--- src/rtl/pma_link_ctrl.sv ---
// pma_link_ctrl
// Bring-up and data-path controller between an upper 8b10b layer and a PMA.
// It sends K28.5 filler while the receiver settles and trains, locks once
// enough consecutive commas arrive, and then passes words in both directions.
// If training times out, it flips the receive polarity and retries. After
// the retries are used up it parks in FAIL.
//
// Ports
//   Bit_Rate_Clk_10  word-rate clock, rising edge
//   Rst_n            asynchronous active-low reset
//   link_en          enable bring-up; low returns to IDLE
//   tx_data/valid    transmit word from the upper layer
//   tx_ready         transmit word accepted (LINK only)
//   PMA_Data_in      registered word to the PMA
//   MAC_Data_En      PMA transmit enable
//   RxPolarity       PMA receive polarity select
//   RX_Out           received word from the PMA
//   rx_data/valid    registered received word, valid for non-comma in LINK
//   link_up          in LINK
//   link_fail        in FAIL
//   retry_cnt        polarity retries since leaving IDLE
module pma_link_ctrl #(
  parameter int SETTLE_CYCLES = 64,
  parameter int LOCK_COUNT    = 4,
  parameter int TRAIN_TIMEOUT = 1024,
  parameter int COMMA_WINDOW  = 256,
  parameter int MAX_RETRY     = 3
) (
  input  logic       Bit_Rate_Clk_10,
  input  logic       Rst_n,
  input  logic       link_en,
  input  logic [9:0] tx_data,
  input  logic       tx_valid,
  output logic       tx_ready,
  output logic [9:0] PMA_Data_in,
  output logic       MAC_Data_En,
  output logic       RxPolarity,
  input  logic [9:0] RX_Out,
  output logic [9:0] rx_data,
  output logic       rx_valid,
  output logic       link_up,
  output logic       link_fail,
  output logic [2:0] retry_cnt
);

  typedef enum logic [2:0] {IDLE, SETTLE, TRAIN, LINK, FAIL} state_t;

  localparam logic [9:0] K28_NEG = 10'b0011111010;
  localparam logic [9:0] K28_POS = 10'b1100000101;

  localparam int SW = (SETTLE_CYCLES > 1) ? $clog2(SETTLE_CYCLES) : 1;
  localparam int TW = (TRAIN_TIMEOUT > 1) ? $clog2(TRAIN_TIMEOUT) : 1;
  localparam int LW = (LOCK_COUNT    > 1) ? $clog2(LOCK_COUNT)    : 1;
  localparam int WW = (COMMA_WINDOW  > 1) ? $clog2(COMMA_WINDOW)  : 1;

  localparam logic [SW-1:0] SETTLE_LAST = SW'(SETTLE_CYCLES - 1);
  localparam logic [TW-1:0] TRAIN_LAST  = TW'(TRAIN_TIMEOUT - 1);
  localparam logic [LW-1:0] LOCK_LAST   = LW'(LOCK_COUNT - 1);
  localparam logic [WW-1:0] WIN_LAST    = WW'(COMMA_WINDOW - 1);
  localparam logic [2:0]    MAX_R       = 3'(MAX_RETRY);

  state_t        state_q, state_d;
  logic [SW-1:0] settleCnt_q, settleCnt_d;
  logic [TW-1:0] trainCnt_q, trainCnt_d;
  logic [LW-1:0] lockCnt_q, lockCnt_d;
  logic [WW-1:0] windowCnt_q, windowCnt_d;
  logic [2:0]    retry_q, retry_d;
  logic          polarity_q, polarity_d;
  logic          rd_q, rd_d;
  logic [9:0]    rxWord_q;
  logic [9:0]    pmaData_q, pmaData_d;
  logic [9:0]    rxData_q;
  logic          rxValid_q, macEn_q, txReady_q, linkUp_q, linkFail_q;
  logic          rxComma;

  // Comma detection works on the registered receive word so every decision
  // comes from a flop.
  assign rxComma = (rxWord_q == K28_NEG) || (rxWord_q == K28_POS);

  // Next-state and counter logic. Lock wins over timeout in TRAIN because
  // the lock test comes first.
  always_comb begin
    state_d     = state_q;
    settleCnt_d = settleCnt_q;
    trainCnt_d  = trainCnt_q;
    lockCnt_d   = lockCnt_q;
    windowCnt_d = windowCnt_q;
    retry_d     = retry_q;
    polarity_d  = polarity_q;
    if (!link_en) begin
      state_d     = IDLE;
      settleCnt_d = '0;
      trainCnt_d  = '0;
      lockCnt_d   = '0;
      windowCnt_d = '0;
      retry_d     = '0;
      polarity_d  = 1'b0;
    end else begin
      case (state_q)
        IDLE: begin
          state_d     = SETTLE;
          settleCnt_d = '0;
        end
        SETTLE: begin
          if (settleCnt_q == SETTLE_LAST) begin
            state_d    = TRAIN;
            trainCnt_d = '0;
            lockCnt_d  = '0;
          end else begin
            settleCnt_d = settleCnt_q + 1'b1;
          end
        end
        TRAIN: begin
          if (rxComma && (lockCnt_q == LOCK_LAST)) begin
            state_d     = LINK;
            lockCnt_d   = '0;
            windowCnt_d = '0;
          end else if (trainCnt_q == TRAIN_LAST) begin
            if (retry_q < MAX_R) begin
              state_d     = SETTLE;
              settleCnt_d = '0;
              retry_d     = retry_q + 3'd1;
              polarity_d  = ~polarity_q;
            end else begin
              state_d = FAIL;
            end
          end else begin
            trainCnt_d = trainCnt_q + 1'b1;
            lockCnt_d  = rxComma ? lockCnt_q + 1'b1 : '0;
          end
        end
        LINK: begin
          if (rxComma) begin
            windowCnt_d = '0;
          end else if (windowCnt_q == WIN_LAST) begin
            state_d    = TRAIN;
            trainCnt_d = '0;
            lockCnt_d  = '0;
          end else begin
            windowCnt_d = windowCnt_q + 1'b1;
          end
        end
        default: state_d = state_q;
      endcase
    end
  end

  // Transmit word selection. A word accepted while in LINK is sent even if
  // the link drops on the same edge; filler toggles disparity per word sent.
  always_comb begin
    pmaData_d = '0;
    rd_d      = rd_q;
    if (state_d == IDLE) begin
      rd_d = 1'b0;
    end else if (state_d != FAIL) begin
      if ((state_q == LINK) && tx_valid) begin
        pmaData_d = tx_data;
      end else begin
        pmaData_d = rd_q ? K28_POS : K28_NEG;
        rd_d      = ~rd_q;
      end
    end
  end

  // All state and outputs are registered; outputs follow the next state so
  // they line up with the state they describe.
  always_ff @(posedge Bit_Rate_Clk_10 or negedge Rst_n) begin
    if (!Rst_n) begin
      state_q     <= IDLE;
      settleCnt_q <= '0;
      trainCnt_q  <= '0;
      lockCnt_q   <= '0;
      windowCnt_q <= '0;
      retry_q     <= '0;
      polarity_q  <= 1'b0;
      rd_q        <= 1'b0;
      rxWord_q    <= '0;
      pmaData_q   <= '0;
      rxData_q    <= '0;
      rxValid_q   <= 1'b0;
      macEn_q     <= 1'b0;
      txReady_q   <= 1'b0;
      linkUp_q    <= 1'b0;
      linkFail_q  <= 1'b0;
    end else begin
      state_q     <= state_d;
      settleCnt_q <= settleCnt_d;
      trainCnt_q  <= trainCnt_d;
      lockCnt_q   <= lockCnt_d;
      windowCnt_q <= windowCnt_d;
      retry_q     <= retry_d;
      polarity_q  <= polarity_d;
      rd_q        <= rd_d;
      rxWord_q    <= RX_Out;
      pmaData_q   <= pmaData_d;
      rxData_q    <= rxWord_q;
      rxValid_q   <= (state_q == LINK) && (state_d == LINK) && !rxComma;
      macEn_q     <= (state_d == SETTLE) || (state_d == TRAIN) || (state_d == LINK);
      txReady_q   <= (state_d == LINK);
      linkUp_q    <= (state_d == LINK);
      linkFail_q  <= (state_d == FAIL);
    end
  end

  assign PMA_Data_in = pmaData_q;
  assign MAC_Data_En = macEn_q;
  assign RxPolarity  = polarity_q;
  assign rx_data     = rxData_q;
  assign rx_valid    = rxValid_q;
  assign tx_ready    = txReady_q;
  assign link_up     = linkUp_q;
  assign link_fail   = linkFail_q;
  assign retry_cnt   = retry_q;

endmodule

--- config.mk ---
export PLATFORM = sky130hd
export DESIGN_NAME = pma_link_ctrl
export DESIGN_NICKNAME = d
export VERILOG_FILES = /design/src/rtl/pma_link_ctrl.sv
export SDC_FILE = /design/constraint.sdc
export NUM_CORES = 1
export LEC_CHECK = 0
export CAP_MARGIN = 30
export CELL_PAD_IN_SITES_DETAIL_PLACEMENT = 0
export CELL_PAD_IN_SITES_GLOBAL_PLACEMENT = 1
export CORE_MARGIN = 2
export CORE_UTILIZATION = 37
export CTS_CLUSTER_SIZE = 8
export DETAILED_ROUTE_END_ITERATION = 6
export PLACE_DENSITY = 0.72
export SLEW_MARGIN = 0
export SYNTH_ARGS = -nofsm -noshare
export SYNTH_HDL_FRONTEND = slang
export SYNTH_SLANG_ARGS = --single-unit
--- constraint.sdc ---
create_clock -name Bit_Rate_Clk_10 -period 2.09 [get_ports Bit_Rate_Clk_10]
set_input_delay 0.3135 -clock Bit_Rate_Clk_10 [delete_from_list [all_inputs] [get_ports Bit_Rate_Clk_10]]
set_output_delay 0.3135 -clock Bit_Rate_Clk_10 [all_outputs]
set_load 0.01 [all_outputs]
# After elaboration in Yosys (flattened, before gate mapping)
# Index checks and enable logic that the tools add are counted.
[op_classes]
add_sub_neg = 5
n_lt_le_gt_ge = 1
n_eq_ne = 33
n_mux = 51
bitwise_logic = 2
n_reduce_logical = 17
[op_table]
columns = ["cell", "count"]
rows = [
  ["10-bit 2-to-1 mux", 10],
  ["3-bit 2-to-1 mux", 12],
  ["8-bit 2-to-1 mux", 4],
  ["6-bit 2-to-1 mux", 5],
  ["3-bit != test, second input constant", 10],
  ["10-bit one-hot mux with 3 select lines", 1],
  ["10-bit equality test, second input constant", 2],
  ["6-bit one-hot mux with 3 select lines", 1],
  ["8-bit one-hot mux with 2 select lines", 1],
  ["2-bit 2-to-1 mux", 7],
  ["3-bit by 2-bit equality test with 1-bit output, second input constant", 4],
  ["3-bit one-hot mux with 4 select lines", 1],
  ["10-bit by 1-bit adder with 10-bit output, second input constant", 1],
  ["10-bit by 8-bit equality test with 1-bit output, second input constant", 1],
  ["5-bit AND reduction", 2],
  ["8-bit by 1-bit adder with 8-bit output, second input constant", 1],
  ["8-bit equality test, second input constant", 1],
  ["1-bit 2-to-1 mux", 8],
  ["4-bit by 1-bit != test with 1-bit output, second input constant", 2],
  ["4-bit != test, second input constant", 2],
  ["6-bit by 1-bit adder with 6-bit output, second input constant", 1],
  ["3-bit by 1-bit equality test with 1-bit output, second input constant", 2],
  ["6-bit equality test, second input constant", 1],
  ["3-bit zero test", 2],
  ["other kinds (18)", 27],
]
[totals]
register_bits = 68
inputBits = 24
out_inout_bits = 29
word_cells = 124

# Longest topological paths before layout
# Gate-level depths: netlist (run 1).
[logic_depth]
ltp_word = 9
depth_mapped = 8
depth_no_buf = 7

# Least setup slack after synthesis (run 1)
# Ideal clock, no wire load.
[synth_path]
path_kind = "flip-flop to flip-flop"
startpoint = "register trainCnt_q[0]"
endpoint = "register pmaData_q[1], in the netlist PMA_Data_in[1]"
setup_ps = 131
t_arrival_ps = 1826
t_required_ps = 1959
setup_slack_ps = 132
stages_incl_launch_ff = 9
n_path_buf = 1
synth_period_minus_slack_ps = 1958
path_cell_list = "dfrtp_1 ha_1 and3_1 nand4_4 nor3b_2 o311a_1 nor2_1 buf_2 a21oi_1"
[synth_between]
elab_chain_len = 8
word_cells_on_any_way = 9
classes_between = "eq/ne (2); mux (6); reduce/logical (1)"
[synth_rtl]
columns = ["element", "line_no", "rtl"]
rows = [
  ["start: declaration", "64", "logic [TW-1:0] trainCnt_q, trainCnt_d;"],
  ["start signal: assignment", "188", "trainCnt_q <= trainCnt_d;"],
  ["10-bit equality test *", "118", "end else if (trainCnt_q == TRAIN_LAST) begin"],
  ["3-bit 2-to-1 mux *", "118", ""],
  ["3-bit 2-to-1 mux *", "114", "if (rxComma && (lockCnt_q == LOCK_LAST)) begin"],
  ["3-bit one-hot mux with 4 select lines *", "99", "case (state_q)"],
  ["3-bit 2-to-1 mux *", "90", "if (!link_en) begin"],
  ["3-bit != test", "155", "end else if (state_d != FAIL) begin"],
  ["10-bit 2-to-1 mux", "155", ""],
  ["10-bit 2-to-1 mux *", "153", "if (state_d == IDLE) begin"],
  ["via pmaData_d[1]", "71", "logic [9:0] pmaData_q, pmaData_d;"],
  ["end signal: assignment", "195", "pmaData_q <= pmaData_d;"],
  ["end: declaration", "71", ""],
]
# The timed path passes the listed nets; every way through them passes the cells marked *.
# A chain may end at the register's enable or synchronous reset.

# Worst setup path after layout (run 1)
[layout_path]
startpoint = "register rxWord_q[5]"
endpoint = "register windowCnt_q[1]"
[layout_between]
elab_chain_len = 5
word_cells_on_any_way = 10
classes_between = "eq/ne (4); mux (3); reduce/logical (3)"
[layout_rtl]
columns = ["element", "line_no", "rtl"]
rows = [
  ["start: declaration", "70", "logic [9:0] rxWord_q;"],
  ["start signal: assignment", "194", "rxWord_q <= RX_Out;"],
  ["10-bit by 8-bit equality test with 1-bit output or 10-bit equality test (tied branches)", "78", "assign rxComma = (rxWord_q == K28_NEG) || (rxWord_q == K28_POS);"],
  ["1-bit logical OR *", "78", ""],
  ["8-bit 2-to-1 mux or 1-bit logical AND (tied branches)", "133, 114", ""],
  ["8-bit one-hot mux with 2 select lines or 3-bit != test (tied branches)", "n/a", ""],
  ["8-bit 2-to-1 mux or 3-bit AND reduction (tied branches)", "n/a", ""],
  ["end signal: assignment", "190", "windowCnt_q <= windowCnt_d;"],
  ["end: declaration", "66", "logic [WW-1:0] windowCnt_q, windowCnt_d;"],
]
# Mark *: on every way between the ends. The rest lies on a longest branch, timed or not.

==> out/metrics.cfg, run 1 <==
[status]
outcome = finished, final reports clean

[routing]
wl_per_cell_um = 15.05
ant_nets = 0
post_drt_via_cell_ratio = 5.319
drtIter0Drc = 147
vias = 2548
drc = 0
postRouteWirelength_mm = 7.209
drt_first_pass_iters = 4

[synth]
netlist_instances = 288
synth-seq-area-share_pct = 54.03
ys.flop_type = dfrtp_1
synthArstFlopShare_pct = 100.0
postSynthAreaPerCell_um2 = 10.93
synth-edff-count = 0
syn_nets = 317
ys_seq_elements = 68
netlist_area_um2 = 3149
ys_types = 57
yosysWarningCount = 0

[sta]
fin_worst_skew_ns = 0.01105
finalHoldViolCount = 0
max_freq_ghz = 0.4939
tns_ns = 0
finalSetupViolCount = 0
fin_crit_sh_pct = 96.88
rsz0062_at_grt = yes
drv_slew = 0
relSlewSlack_pct = 65.27
fin_hold_ws_ns = 0.3883
period_needed_ns = 2.025
worst_slew_pin_slew_ns = 0.5210

[global_routing]
grt_usage_pct = 16.69
grt_pass1_vias = 2412
grt_max_degree = 48
antenna_found_initial = 0
grt_pass1_wl_mm = 11.66
gr-total-overflow = 0

[layout]
fillers = 746
layout_common_cells = dfrtp_1, clkdlybuf4s50_1, buf_4
syn_to_final_growth_pct = 34.33
n_antenna_cell = 0
drive_gt1_share_pct = 20.32
utilization_pct = 51.48
layout_commonest_cell = dfrtp_1
multi_input_area_um2 = 1444
seq_area_um2 = 1702
nets = 398

[clock_tree]
cts-htree-levels = 3
cts_tree = built
cts_buffers = 9
clk_pin_slew_ns = 0.08
clockBufferDepth = 2
clockRootBuffer = clkbuf_8
clock_latency_ns = 0.35
cts_sinks = 68

[floorplan]
io_pins = 53
core_um2 = 8217
std_cell_rows = 33
chipHeight_um = 96.26
die_area_um2 = 9266
initial_core_util_pct = 38.33
die_w_um = 96.26

[power]
sequentialPowerShare_pct = 53.7
p_comb_share_pct = 7.9
powerDensity_nw_per_um2 = 603.0
intPower_uw = 1893
p_clk_share_pct = 38.4
peakVddDrop_mv = 0.3046
p_sw_uw = 658.0
power_leakage_uw = 0.001795
switching_share_pct = 25.79

[critical_path]
reg2reg_depth = 6
start_kind = flip-flop
crit_arrival_ns = 2.32
crit_path_max_fanout = 5
crit_path_end_kind = flip-flop
worstSetupPathType = reg -> reg
cp.required_ns = 2.38

[worst_hold_path]
hold_path.class = reg -> reg
worstHoldPathCells = 0

[placement]
finalWeightedCongestion = 0.7686
portBuffers = 52
dpl.hpwl_mm = 5.103

[job]
cap_violations = 0

==> sequential cells by signal, summed over array words and instances (netlist names) <==
name and cells:
rx_valid 1, link_up 1, link_fail 1, MAC_Data_En 1, PMA_Data_in 10, trainCnt_q 10, RxPolarity 1, retry_cnt 3
settleCnt_q 6, rxWord_q 10, rd_q 1, state_q 3, windowCnt_q 8, rx_data 10, lockCnt_q 2
==> per-layer routing <==
metal	vias up	wire length (µm)	track usage (%)
met3	12	356	5.403
met2	62	3287	24.65
met4	0	101	5.714
li1	1220	-	-
met5	-	0	0
met1	1254	3464	23.02
==> synth_stat cells, drive strengths merged, types with 4 or more instances <==
| cell type | instances | area, µm² |
|---|---|---|
| a21oi | 21 | 112.6 |
| nand4 | 12 | 96.34 |
| inv | 5 | 18.77 |
| a31oi | 5 | 31.28 |
| nand2 | 25 | 93.84 |
| nor2 | 11 | 41.29 |
| and2 | 10 | 62.56 |
| ha | 5 | 62.56 |
| and3 | 5 | 31.28 |
| xor2 | 6 | 52.55 |
| nand2b | 4 | 25.02 |
| o21ai | 22 | 110.1 |
| clkbuf | 7 | 26.28 |
| nor4 | 4 | 55.05 |
| nand3 | 15 | 80.08 |
| nor3 | 4 | 31.28 |
| dfrtp | 68 | 1702 |
| and4 | 5 | 46.29 |
| buf | 5 | 27.53 |
| or3 | 5 | 31.28 |
==> critical path: stages, from the launching register on <==
cell     delay, ns
dfrtp_1       0.43
nor4_4        0.42
and4_4        0.31
nor3_4        0.07
a211o_1       0.34
nor4_4        0.20
a22o_1        0.19
==> stage by stage <==
step | power, µW | instance area (µm²) | cells | setup WS [ns]
2_1_floorplan | 1452 | 3149 | 288 | 0.1323
3_3_place_gp | 1593 | 3913 | 454 | 0.001895
3_5_place_dp | 1595 | 3913 | 454 | -0.08155
4_1_cts | 2585 | 4109 | 471 | 0.003384
5_1_grt | 2666 | 4230 | 479 | -0.05351
6_report | 2551 | 4230 | 479 | 0.06530
==> worst paths after layout <==
check                                              to             startpoint  slack, ns
min reg2reg                      rx_data[8]$_DFF_PN0_  rxWord_q[8]$_DFF_PN0_       0.39
min                              rx_data[8]$_DFF_PN0_  rxWord_q[8]$_DFF_PN0_       0.39
max reg2reg                windowCnt_q[1]$_DFFE_PN0P_  rxWord_q[5]$_DFF_PN0_       0.07
max                        windowCnt_q[1]$_DFFE_PN0P_  rxWord_q[5]$_DFF_PN0_       0.07
min in group asynchronous       rxWord_q[5]$_DFF_PN0_                  Rst_n       0.46
max in group asynchronous  settleCnt_q[5]$_DFFE_PN0P_                  Rst_n       0.99
==> layout make-up <==
class	count	area share [%]
clock buffer	9	2.928
clock inverter	7	1.213
inverter	5	0.4437
multi-input combinational	203	34.13
sequential	68	40.22
tap	105	3.106
timing repair buffer	82	17.95
==> logic make-up (layout without fill, tap and decap cells) <==
group | count (synthesis) | in the layout | share of synthesized area, %
buffers and inverters | 17 | 103 | 2.305
adders and majority gates | 5 | 5 | 1.986
muxes | 5 | 5 | 1.669
and+or+nand+nor | 114 | 114 | 22.76
xor gates and xnor gates | 7 | 7 | 1.947
AOI/OAI and AO/OA | 72 | 72 | 15.30
DFF | 68 | 68 | 54.03
==> timing repair <==
item	in CTS	in global routing
buffers inserted	0	8
hold buffers	1	0
setup endpoints to repair	6	32
pin swaps	2	10
hold endpoints to repair	21	0
gates resized for setup	3	17
==> power groups by stage <==
| stage | logic (µW) | clock network, µW | registers (µW) |
|---|---|---|---|
| 3_3_place_gp | 196 | 0 | 1400 |
| 3_5_place_dp | 198 | 0 | 1400 |
| 6_report | 200 | 980 | 1370 |
| 5_1_grt | 220 | 1070 | 1370 |
| 4_1_cts | 201 | 1010 | 1370 |
| 2_1_floorplan | 47.5 | 0 | 1400 |
(Power assumes the default switching activity.)
==> run 2: changes to the inputs <==
--- a/config.mk
+++ b/config.mk
@@ -6,13 +6,13 @@
 export NUM_CORES = 1
 export LEC_CHECK = 0
 export CAP_MARGIN = 30
-export CELL_PAD_IN_SITES_DETAIL_PLACEMENT = 0
-export CELL_PAD_IN_SITES_GLOBAL_PLACEMENT = 1
+export CELL_PAD_IN_SITES_DETAIL_PLACEMENT = 1
+export CELL_PAD_IN_SITES_GLOBAL_PLACEMENT = 2
 export CORE_MARGIN = 2
-export CORE_UTILIZATION = 37
+export CORE_UTILIZATION = 31
 export CTS_CLUSTER_SIZE = 8
 export DETAILED_ROUTE_END_ITERATION = 6
-export PLACE_DENSITY = 0.72
+export PLACE_DENSITY = 0.73
 export SLEW_MARGIN = 0
 export SYNTH_ARGS = -nofsm -noshare
 export SYNTH_HDL_FRONTEND = slang
==> run 2 against run 1 <==
Routed wire length is 10% higher. Setup slack improved by 0.0085 ns. Combinational power rose by 3%. Critical path depth is 1 higher.
==> out/metrics.cfg, run 2 (same netlist as run 1, synthesis figures left out) <==
[routing]
vias = 2581
wl_per_cell_um = 15.45
ant_nets = 0
postRouteWirelength_mm = 7.956
drtIter0Drc = 82
drc = 0
post_drt_via_cell_ratio = 5.012
drt_first_pass_iters = 4

[clock_tree]
clk_pin_slew_ns = 0.08
clock_latency_ns = 0.35
cts_tree = built
cts-htree-levels = 3
clockBufferDepth = 2
cts_buffers = 9
clockRootBuffer = clkbuf_8
cts_sinks = 68

[worst_hold_path]
hp-start = rxWord_q[9]$_DFF_PN0_
min_to = rx_data[9]$_DFF_PN0_
worstHoldPathCells = 0
hold_path.class = reg -> reg

[critical_path]
crit_path_end_kind = flip-flop
start_kind = flip-flop
r2r_slack_ns = 0.07
cp.required_ns = 2.36
r2r-end = lockCnt_q[0]$_DFFE_PN0P_
worstSetupPathType = reg -> reg
reg2reg_depth = 7
startpoint = rxWord_q[6]$_DFF_PN0_
crit_arrival_ns = 2.29
r2r_start = rxWord_q[6]$_DFF_PN0_
crit_path_max_fanout = 4

[global_routing]
busiest_layer = met2
use_met3_pct = 3.369
grt_pass1_wl_mm = 13.50
grt_pass1_vias = 2738
grt_use_met2_pct = 24.12
antenna_found_initial = 0
grt_usage_pct = 15.24
use_met1_pct = 20.74
grt_max_degree = 29
gr-total-overflow = 0

[power]
peakVddDrop_mv = 0.2874
p_comb_share_pct = 7.4
intPower_uw = 2142
sequentialPowerShare_pct = 49.4
power_leakage_uw = 0.001855
p_sw_uw = 634.2
powerDensity_nw_per_um2 = 637.8
switching_share_pct = 22.85
p_clk_share_pct = 43.2

[layout]
final_cell_count_no_fill = 515
layout_common_cells = dfrtp_1, clkdlybuf4s50_1, buf_4
utilization_pct = 44.33
drive_gt1_share_pct = 21.73
n_antenna_cell = 0
nets = 406
layout_commonest_cell = dfrtp_1
syn_to_final_growth_pct = 38.22

[sta]
fin_crit_sh_pct = 96.47
drv_slew = 0
finalSetupViolCount = 0
worst_slew_pin_slew_ns = 0.4526
rsz0062_at_grt = yes
finalHoldViolCount = 0
fin_ws_ns = 0.07383
relSlewSlack_pct = 69.83
period_needed_ns = 2.016
max_freq_ghz = 0.4960
fin_worst_skew_ns = 0.008569

[job]
cap_violations = 0

[placement]
dp.cells = 492
portBuffers = 52
place_worst_setup_slack_ns = 0.01897
dpl.hpwl_mm = 5.897
finalWeightedCongestion = 0.8121

[floorplan]
std_cell_rows = 36
initial_core_util_pct = 32.07
chipHeight_um = 104.8
core_um2 = 9819
die_area_um2 = 10980
die_w_um = 104.8
io_pins = 53

[status]
outcome = finished, final reports clean

-- run 2: changes by cell type in the layout (fill, tap and decap cells not counted), moves of 2 or more --
cell and delta:
bufinv_16 +2, buf_4 +9, clkinv_2 -2, clkbuf_1 +2
-- run 2: repair_timing --
item / CTS / global route
resized for setup: 0 / 15
endpoints found under the setup margin: 0 / 37
hold buffers: 1 / 0
buffers inserted: 0 / 6
endpoints found under the hold margin: 18 / 0
-- run 2: cell type report --
| class | instances | area, µm² |
|---|---|---|
| clock buffers | 11 | 131.4 |
| fillers | 1135 | 5466 |
| multi-input cells | 203 | 1434 |
| well taps | 133 | 166.4 |
| inverters | 5 | 18.77 |
| repair buffers | 90 | 815.8 |
| flip-flops and latches | 68 | 1702 |
| clock inverters | 5 | 85.08 |
-- run 2: worst max path at each step --
stage                                    end  slack, ns  cells after the start
global route        lockCnt_q[0]$_DFFE_PN0P_      -0.03                      7
CTS                 retry_cnt[1]$_DFFE_PN0P_      0.003                      8
floorplan           PMA_Data_in[1]$_DFF_PN0_       0.13                      8
detailed placement  retry_cnt[1]$_DFFE_PN0P_       0.02                      8
finish              lockCnt_q[0]$_DFFE_PN0P_       0.07                      7
global placement    retry_cnt[1]$_DFFE_PN0P_       0.07                      8
-- run 2: worst max-delay path, cell delays in order, from the launching register on --
cell     delay [ns]
dfrtp_1        0.42
nor4_4         0.27
buf_4          0.17
and4_4         0.25
nor3_4         0.06
buf_4          0.13
or4_1          0.47
mux2i_1        0.15
-- run 2: power groups by stage --
stage / logic (µW) / registers [µW] / clock network [µW]
final: 206 / 1370 / 1200
after global routing: 227 / 1380 / 1290
after CTS: 208 / 1370 / 1240
after detailed placement: 205 / 1400 / 0
after global placement: 202 / 1400 / 0
after floorplan: 47.5 / 1400 / 0
-- run 2: per-layer routing --
| metal | part of all wire (%) | routed length [µm] |
|---|---|---|
| met1 | 49 | 3865 |
| met2 | 47 | 3758 |
| met3 | 3.0 | 235 |
| met4 | 1.2 | 96 |
| met5 | 0 | 0 |
-- run 2: metrics by stage --
step                      instance area (µm²)  total power (µW)  hold slack (ns)  setup TNS [ns]
final                                    4353              2776           0.3942               0
after global routing                     4353              2892           0.3880        -0.07076
after CTS                                4249              2816           0.3887               0
after detailed placement                 4023              1603           0.2891               0
after global placement                   4023              1600           0.2837               0
after floorplan                          3149              1452          0.01791               0
